## config.mk

```make
export PLATFORM = sky130hd
export DESIGN_NAME = frame_buffer_scanner_flat
export DESIGN_NICKNAME = d
export VERILOG_FILES = /design/src/rtl/frame_buffer_scanner_pkg.sv /design/src/rtl/frame_buffer_scanner_if.sv /design/src/rtl/frame_buffer_scanner.sv /design/src/flat_wrapper.sv
export SDC_FILE = /design/constraint.sdc
export NUM_CORES = 1
export LEC_CHECK = 0
export ABC_AREA = 1
export ABC_CLOCK_PERIOD_IN_PS = 3500
export CELL_PAD_IN_SITES_DETAIL_PLACEMENT = 1
export CELL_PAD_IN_SITES_GLOBAL_PLACEMENT = 1
export CORE_UTILIZATION = 26
export DETAILED_ROUTE_END_ITERATION = 16
export GPL_ROUTABILITY_DRIVEN = 0
export GPL_TIMING_DRIVEN = 0
export HOLD_SLACK_MARGIN = 0.03
export PLACE_DENSITY_LB_ADDON = 0.1
export SETUP_SLACK_MARGIN = 0.02
export SLEW_MARGIN = 20
export SYNTH_ARGS = -nofsm -noshare
export SYNTH_HDL_FRONTEND = slang
export SYNTH_SLANG_ARGS = --single-unit
```

## constraint.sdc

```tcl
create_clock -name clk -period 3.5 [get_ports clk]
set_input_delay 0.7 -clock clk [delete_from_list [all_inputs] [get_ports clk]]
set_output_delay 0.7 -clock clk [all_outputs]
set_load 0.02 [all_outputs]
```

## src/rtl/frame_buffer_scanner_pkg.sv

```systemverilog
// Shared types and geometry helpers for the frame buffer read-side scanner.
package scanner_pkg;

    // Scanner sequencing states: prefetch, shift out, latch, lit hold.
    typedef enum logic [2:0] {
        IDLE  = 3'd0,
        FETCH = 3'd1,
        SHIFT = 3'd2,
        LATCH = 3'd3,
        HOLD  = 3'd4
    } state_t;

    // Cycles spent in FETCH to cover the registered RAM address path.
    localparam int FETCH_CYCLES = 2;

    // Words per row for a given column index width.
    function automatic int cols_of(input int col_bits);
        return 1 << col_bits;
    endfunction

    // Rows per frame for a given row index width.
    function automatic int rows_of(input int row_bits);
        return 1 << row_bits;
    endfunction

    // Clock cycles needed to fetch, shift, latch and hold one row.
    function automatic int row_cycles_of(input int col_bits, input int hold_cycles);
        return FETCH_CYCLES + 2 * cols_of(col_bits) + 1 + hold_cycles;
    endfunction

endpackage

```

## src/rtl/frame_buffer_scanner_if.sv

```systemverilog
// RAM read port plus LED driver chain signals seen by the scanner.
interface frame_buffer_scanner_if #(
    parameter int DATA_WIDTH = 8,
    parameter int ROW_BITS   = 4,
    parameter int COL_BITS   = 6
);
    logic [ROW_BITS+COL_BITS-1:0] read_addr;
    logic [DATA_WIDTH-1:0]        ram_data;
    logic [DATA_WIDTH-1:0]        shift_data;
    logic                         shift_clk;
    logic                         latch;
    logic                         blank;
    logic [ROW_BITS-1:0]          row_select;

    // Scanner side: drives the RAM address and the driver chain.
    modport master (
        output read_addr,
        output shift_data,
        output shift_clk,
        output latch,
        output blank,
        output row_select,
        input  ram_data
    );

    // RAM / driver side.
    modport slave (
        input  read_addr,
        input  shift_data,
        input  shift_clk,
        input  latch,
        input  blank,
        input  row_select,
        output ram_data
    );
endinterface

```

## src/rtl/frame_buffer_scanner.sv

```systemverilog
// Read side of the cube frame buffer: sweeps the frame RAM row by row,
// shifts each row into the LED driver chain, latches it and holds it lit
// while the next row is prefetched.
module frame_buffer_scanner
    import scanner_pkg::*;
#(
    parameter int DATA_WIDTH  = 8,
    parameter int ROW_BITS    = 4,
    parameter int COL_BITS    = 6,
    parameter int HOLD_CYCLES = 16
) (
    input  logic                   clk,
    input  logic                   reset,
    input  logic                   enable,
    output logic                   frame_done,
    frame_buffer_scanner_if.master bus
);

    localparam int COLS   = cols_of(COL_BITS);
    localparam int ROWS   = rows_of(ROW_BITS);
    localparam int HOLD_W = $clog2(HOLD_CYCLES) + 1;
    localparam int ADDR_W = ROW_BITS + COL_BITS;

    localparam logic [COL_BITS-1:0] LAST_COL  = COL_BITS'(COLS - 1);
    localparam logic [ROW_BITS-1:0] LAST_ROW  = ROW_BITS'(ROWS - 1);
    localparam logic [HOLD_W-1:0]   LAST_HOLD = HOLD_W'(HOLD_CYCLES - 1);

    state_t                  state, state_n;

    logic [ROW_BITS-1:0]     row, row_n;
    logic [COL_BITS-1:0]     col, col_n;
    logic                    phase, phase_n;
    logic                    fetch_cnt, fetch_cnt_n;
    logic [HOLD_W-1:0]       hold_cnt, hold_cnt_n;
    logic                    shown, shown_n;

    logic [ADDR_W-1:0]       read_addr_r, read_addr_n;
    logic [DATA_WIDTH-1:0]   shift_data_r, shift_data_n;
    logic                    shift_clk_r, shift_clk_n;
    logic                    latch_r, latch_n;
    logic                    blank_r, blank_n;
    logic [ROW_BITS-1:0]     row_select_r, row_select_n;
    logic                    frame_done_r, frame_done_n;

    assign bus.read_addr  = read_addr_r;
    assign bus.shift_data = shift_data_r;
    assign bus.shift_clk  = shift_clk_r;
    assign bus.latch      = latch_r;
    assign bus.blank      = blank_r;
    assign bus.row_select = row_select_r;
    assign frame_done     = frame_done_r;

    // State register.
    always_ff @(posedge clk) begin
        if (reset) begin
            state <= IDLE;
        end else begin
            state <= state_n;
        end
    end

    // Next state and next values of every registered output and counter.
    // Actions are tied to the edge that enters a phase: the FETCH exit edge
    // is also the phase-0 edge of column 0, so the RAM word for {row,col}
    // is sampled exactly two edges after its address was presented.
    always_comb begin
        state_n      = state;
        row_n        = row;
        col_n        = col;
        phase_n      = phase;
        fetch_cnt_n  = fetch_cnt;
        hold_cnt_n   = hold_cnt;
        shown_n      = shown;
        read_addr_n  = read_addr_r;
        shift_data_n = shift_data_r;
        shift_clk_n  = shift_clk_r;
        latch_n      = 1'b0;
        blank_n      = blank_r;
        row_select_n = row_select_r;
        frame_done_n = 1'b0;

        case (state)
            IDLE: begin
                // Driver dark and quiet; row counter and row_select are kept.
                read_addr_n  = '0;
                shift_data_n = '0;
                shift_clk_n  = 1'b0;
                blank_n      = 1'b1;
                shown_n      = 1'b0;
                if (enable) begin
                    state_n     = FETCH;
                    fetch_cnt_n = 1'b0;
                    read_addr_n = {row, {COL_BITS{1'b0}}};
                end
            end

            FETCH: begin
                if (fetch_cnt) begin
                    state_n      = SHIFT;
                    col_n        = '0;
                    phase_n      = 1'b0;
                    shift_data_n = bus.ram_data;
                    shift_clk_n  = 1'b0;
                    read_addr_n  = {row, COL_BITS'(1)};
                end else begin
                    fetch_cnt_n = 1'b1;
                end
            end

            SHIFT: begin
                if (!phase) begin
                    // Data has been stable for a cycle; raise the shift clock.
                    shift_clk_n = 1'b1;
                    phase_n     = 1'b1;
                end else if (col == LAST_COL) begin
                    state_n      = LATCH;
                    shift_clk_n  = 1'b0;
                    latch_n      = 1'b1;
                    blank_n      = 1'b1;
                    row_select_n = row;
                    shown_n      = 1'b1;
                end else begin
                    // Next column: present its word and prefetch the one after.
                    col_n        = col + 1'b1;
                    phase_n      = 1'b0;
                    shift_data_n = bus.ram_data;
                    shift_clk_n  = 1'b0;
                    read_addr_n  = {row, col + COL_BITS'(2)};
                end
            end

            LATCH: begin
                state_n    = HOLD;
                hold_cnt_n = '0;
                blank_n    = 1'b0;
            end

            HOLD: begin
                if (hold_cnt == LAST_HOLD) begin
                    row_n = row + 1'b1;
                    if (row == LAST_ROW) begin
                        frame_done_n = 1'b1;
                    end
                    if (enable) begin
                        // Keep the latched row lit while the next one loads.
                        state_n     = FETCH;
                        fetch_cnt_n = 1'b0;
                        read_addr_n = {row + 1'b1, {COL_BITS{1'b0}}};
                        blank_n     = ~shown;
                    end else begin
                        state_n      = IDLE;
                        read_addr_n  = '0;
                        shift_data_n = '0;
                        shift_clk_n  = 1'b0;
                        blank_n      = 1'b1;
                        shown_n      = 1'b0;
                    end
                end else begin
                    hold_cnt_n = hold_cnt + 1'b1;
                end
            end

            default: begin
                state_n = IDLE;
            end
        endcase
    end

    // Counters and registered outputs; reset forces the dark idle picture.
    always_ff @(posedge clk) begin
        if (reset) begin
            row          <= '0;
            col          <= '0;
            phase        <= 1'b0;
            fetch_cnt    <= 1'b0;
            hold_cnt     <= '0;
            shown        <= 1'b0;
            read_addr_r  <= '0;
            shift_data_r <= '0;
            shift_clk_r  <= 1'b0;
            latch_r      <= 1'b0;
            blank_r      <= 1'b1;
            row_select_r <= '0;
            frame_done_r <= 1'b0;
        end else begin
            row          <= row_n;
            col          <= col_n;
            phase        <= phase_n;
            fetch_cnt    <= fetch_cnt_n;
            hold_cnt     <= hold_cnt_n;
            shown        <= shown_n;
            read_addr_r  <= read_addr_n;
            shift_data_r <= shift_data_n;
            shift_clk_r  <= shift_clk_n;
            latch_r      <= latch_n;
            blank_r      <= blank_n;
            row_select_r <= row_select_n;
            frame_done_r <= frame_done_n;
        end
    end

endmodule

```

## src/flat_wrapper.sv

```systemverilog
// flat-port wrapper written by rule: the top's interface ports become plain ports
module frame_buffer_scanner_flat import scanner_pkg::*;
#(
    parameter int DATA_WIDTH  = 8,
    parameter int ROW_BITS    = 4,
    parameter int COL_BITS    = 6,
    parameter int HOLD_CYCLES = 16
)
  (clk, reset, enable, frame_done, bus_read_addr, bus_shift_data, bus_shift_clk, bus_latch, bus_blank, bus_row_select, bus_ram_data);
  frame_buffer_scanner_if #(.DATA_WIDTH(DATA_WIDTH), .ROW_BITS(ROW_BITS), .COL_BITS(COL_BITS)) bus_i ();
  input  logic clk;
  input  logic reset;
  input  logic enable;
  output logic frame_done;
  output wire logic [$bits(bus_i.read_addr)-1:0] bus_read_addr;
  output wire logic [$bits(bus_i.shift_data)-1:0] bus_shift_data;
  output wire logic [$bits(bus_i.shift_clk)-1:0] bus_shift_clk;
  output wire logic [$bits(bus_i.latch)-1:0] bus_latch;
  output wire logic [$bits(bus_i.blank)-1:0] bus_blank;
  output wire logic [$bits(bus_i.row_select)-1:0] bus_row_select;
  input wire logic [$bits(bus_i.ram_data)-1:0] bus_ram_data;
  assign bus_read_addr = bus_i.read_addr;
  assign bus_shift_data = bus_i.shift_data;
  assign bus_shift_clk = bus_i.shift_clk;
  assign bus_latch = bus_i.latch;
  assign bus_blank = bus_i.blank;
  assign bus_row_select = bus_i.row_select;
  assign bus_i.ram_data = bus_ram_data;
  frame_buffer_scanner #(.DATA_WIDTH(DATA_WIDTH), .ROW_BITS(ROW_BITS), .COL_BITS(COL_BITS), .HOLD_CYCLES(HOLD_CYCLES)) u_core (.clk(clk), .reset(reset), .enable(enable), .frame_done(frame_done), .bus(bus_i));
endmodule
```

==> load_flow_metrics.sql <==
INSERT INTO impl_metrics (metric_group, metric, value, unit) VALUES
('timing', 'setup_total_negative_slack', '0', 'ps'),
('synth', 'synthTopCellsByCount', 'sky130_fd_sc_hd__nand2_1, sky130_fd_sc_hd__nor2_1, sky130_fd_sc_hd__dfxtp_1', ''),
('power', 'max-vdd-ir-drop', '0.260', 'mV'),
('cts', 'path_clk_slew', '100', 'ps'),
('drt', 'drt_wl_total', '6670', 'um'),
('critical_path', 'critical_path.slowest_cell', 'sky130_fd_sc_hd__dfxtp_1', ''),
('flow_run', 'maxCapViolations', '0', ''),
('critical_path', 'critical_path_arrival', '2210', 'ps'),
('cts', 'cts_made_buffers', '5', ''),
('place', 'portBuffers', '35', ''),
('die', 'chipWidth', '98.6', 'um'),
('critical_path', 'worst-setup-path-type', 'reg -> reg', ''),
('timing', 'timing_max_transition_violations_final', '0', ''),
('cts', 'cts_resized', '0', ''),
('timing', 'maxClockFrequency', '495', 'MHz'),
('place', 'dpl.hpwl', '4940', 'um'),
('drt', 'dr.pass1.iters', '4', ''),
('critical_path', 'critical_path.max_fanout', '10', ''),
('power', 'power_per_cell_area', '802', 'mW/mm^2'),
('cts', 'insertion_delay', '310', 'ps'),
('die', 'ios', '37', ''),
('cts', 'post-cts-setup-buffers', '0', ''),
('critical_path', 'cell_chain_critical_path', 'ha_1 -> inv_1 -> nor3_1 -> ha_1 -> inv_1 -> nand3_4 -> nand3_2 -> nor2_4 -> nand2_1 -> nand2_1 -> nor2_1', ''),
('status', 'status', 'finished, final reports clean', ''),
('cts', 'htree_num_levels', '2', ''),
('timing', 'grt_setup_unrepaired', 'no', ''),
('cts', 'cts_root_buffer', 'sky130_fd_sc_hd__clkbuf_8', ''),
('drt', 'vias_per_cell', '4.56', ''),
('critical_path', 'delay_of_the_slowest_critical_path_stage', '390', 'ps'),
('synth', 'post_synth_xor_area_fraction', '1.81', '%'),
('cts', 'ctsHoldBuffers', '0', ''),
('synth', 'syn-cell-area', '0.00242', 'mm^2'),
('synth', 'yosys.area_share.adder', '2.58', '%'),
('global_routing', 'gr-usage-all-layers', '14.9', '%'),
('die', 'floorplan.initialDensity', '27.3', '%'),
('timing', 'clock_period_minus_worst_slack', '2020', 'ps'),
('critical_path', 'worstPathRequired', '3690', 'ps'),
('global_routing', 'remaining_global_route_overflow', '0', ''),
('critical_path', 'worst_setup_path_end_kind', 'flop', ''),
('timing', 'report.final.hold_viol_count', '0', ''),
('synth', 'number_of_enable_type_register_cells_in_the_synthesized_netlist', '0', ''),
('synth', 'netlist_instances', '352', ''),
('timing', 'finalSetupViolCount', '0', ''),
('cts', 'clock_sink_count', '47', ''),
('synth', 'synth_cell_types', '26', ''),
('global_routing', 'grt_start_max_net_pins', '15', ''),
('synth', 'synth_top_area_share', '38.8', '%'),
('critical_path', 'startpoint_type', 'flop', ''),
('layout', 'layout-area-overhead-vs-synth', '24.4', '%'),
('synth', 'synth.most_common_cell', 'sky130_fd_sc_hd__nand2_1', ''),
('synth', 'syn_avg_cell_area', '6.89', 'um^2'),
('drt', 'wire_length_per_cell_after_detailed_routing', '13.3', 'um'),
('timing', 'worstMarginPinSlew', '580', 'ps'),
('global_routing', 'met2_usage', '25.2', '%'),
('layout', 'num-nets-final', '410', ''),
('timing', 'max_slew_margin', '61.3', '%'),
('synth', 'synth-seq-area-share', '38.8', '%'),
('drt', 'antenna_violating_nets_post_route', '0', ''),
('die', 'dieArea', '0.00972', 'mm^2'),
('synth', 'synth-seq-cells', '47', ''),
('synth', 'ys_dominant_reg_cell', 'sky130_fd_sc_hd__dfxtp_1', ''),
('cts', 'tritoncts', 'built', ''),
('timing', 'clock_skew', '14.4', 'ps'),
('global_routing', 'grt_pass1_wl', '11500', 'um'),
('die', 'floorplan.core_area', '0.00889', 'mm^2'),
('global_routing', 'grt_antenna_before_repair', '0', ''),
('layout', 'drive_above_1_share', '9.39', '%'),
('synth', 'synth.mux.area_fraction', '0', '%'),
('layout', 'diodes', '0', ''),
('die', 'die-height', '98.6', 'um'),
('power', 'report.power.total', '0.00242', 'W');
cells in the final DEF, fill, tap and decap left out, types with 2 or more instances in the layout:
cell,count
sky130_fd_sc_hd__a21oi_1,29
sky130_fd_sc_hd__buf_6,2
sky130_fd_sc_hd__clkbuf_1,4
sky130_fd_sc_hd__clkbuf_8,6
sky130_fd_sc_hd__clkdlybuf4s50_1,35
sky130_fd_sc_hd__dfxtp_1,47
sky130_fd_sc_hd__ha_1,5
sky130_fd_sc_hd__inv_1,36
sky130_fd_sc_hd__inv_2,3
sky130_fd_sc_hd__nand2_1,90
sky130_fd_sc_hd__nand2_2,4
sky130_fd_sc_hd__nand2_4,3
sky130_fd_sc_hd__nand3_1,25
sky130_fd_sc_hd__nand3_2,5
sky130_fd_sc_hd__nand3_4,2
sky130_fd_sc_hd__nor2_1,54
sky130_fd_sc_hd__nor2_2,2
sky130_fd_sc_hd__nor2_4,3
sky130_fd_sc_hd__nor3_1,6
sky130_fd_sc_hd__o21ai_0,20
sky130_fd_sc_hd__or2_2,2
sky130_fd_sc_hd__xor2_1,4
power by group:
part	total, W	switching [W]	internal [W]
clock network	0.000414	0.000204	0.000209
registers	0.000702	0.0000690	0.000633
logic	0.00130	0.000813	0.000491
total	0.00242	0.00109	0.00133
layer usage:
metal	vias up	part of all wire (%)
li1	1191	-
met1	1065	51
met2	25	46
met3	6	2.2
met4	0	1.1
met5	-	0
registers in the layout (all words and copies together), names as in the netlist:
name                   count
u_core.bus.blank           1
u_core.bus.latch           1
u_core.bus.read_addr      10
u_core.bus.row_select      4
u_core.bus.shift_clk       1
u_core.bus.shift_data      8
u_core.col                 6
u_core.fetch_cnt           1
u_core.frame_done          1
u_core.hold_cnt            5
u_core.phase               1
u_core.row                 4
u_core.shown               1
u_core.state               3
path summary, 6_finish.rpt:
check	start	end	slack [ps]	depth (start not counted)
worst min-delay path	u_core.bus.row_select[2]$_SDFFE_PP0P_	u_core.bus.row_select[2]$_SDFFE_PP0P_	450	2
worst max-delay path	u_core.hold_cnt[0]$_SDFFE_PP0P_	u_core.bus.read_addr[2]$_SDFFE_PP0P_	1480	11
worst min register to register	u_core.bus.row_select[2]$_SDFFE_PP0P_	u_core.bus.row_select[2]$_SDFFE_PP0P_	450	2
worst max register to register	u_core.hold_cnt[0]$_SDFFE_PP0P_	u_core.bus.read_addr[2]$_SDFFE_PP0P_	1480	11
final cells by class:
class	instances	share of cell area, %
plain buffers	9	2.36
clock buffers	5	2.28
clock inverters	2	1.24
inverters	40	5.14
multi-input cells	256	41.7
flip-flops and latches	47	31.2
well taps	108	4.48
repair buffers	35	11.6
worst max-delay path: cells and delay by family (launching register included):
family,cells,cell delay [ps]
and+or+nand+nor,7,1040
DFF,1,390
adders and majority gates,2,370
buffers and inverters,2,130
logic make-up (layout without fill, tap and decap cells):
| kind of cell | Yosys count | count (layout) |
|---|---|---|
| fa+ha+maj | 5 | 5 |
| flops | 47 | 47 |
| simple gates | 196 | 196 |
| xor+xnor | 5 | 5 |
| buf+inv | 49 | 91 |
| compound gates | 50 | 50 |
metrics by stage:
| stage | instance area, um^2 | std cells | hold slack, ps | worst slack, ps | utilization (%) |
|---|---|---|---|---|---|
| after detailed placement | 2910 | 495 | 442 | 1340 | 32.7 |
| after CTS | 3020 | 502 | 458 | 1420 | 33.9 |
| after global placement | 2910 | 495 | 435 | 1350 | 32.7 |
| after global routing | 3020 | 502 | 475 | 1190 | 33.9 |
| after floorplan | 2420 | 352 | 442 | 1800 | - |
| final | 3020 | 502 | 452 | 1480 | 33.9 |
Power figures use the tool's default switching activity.
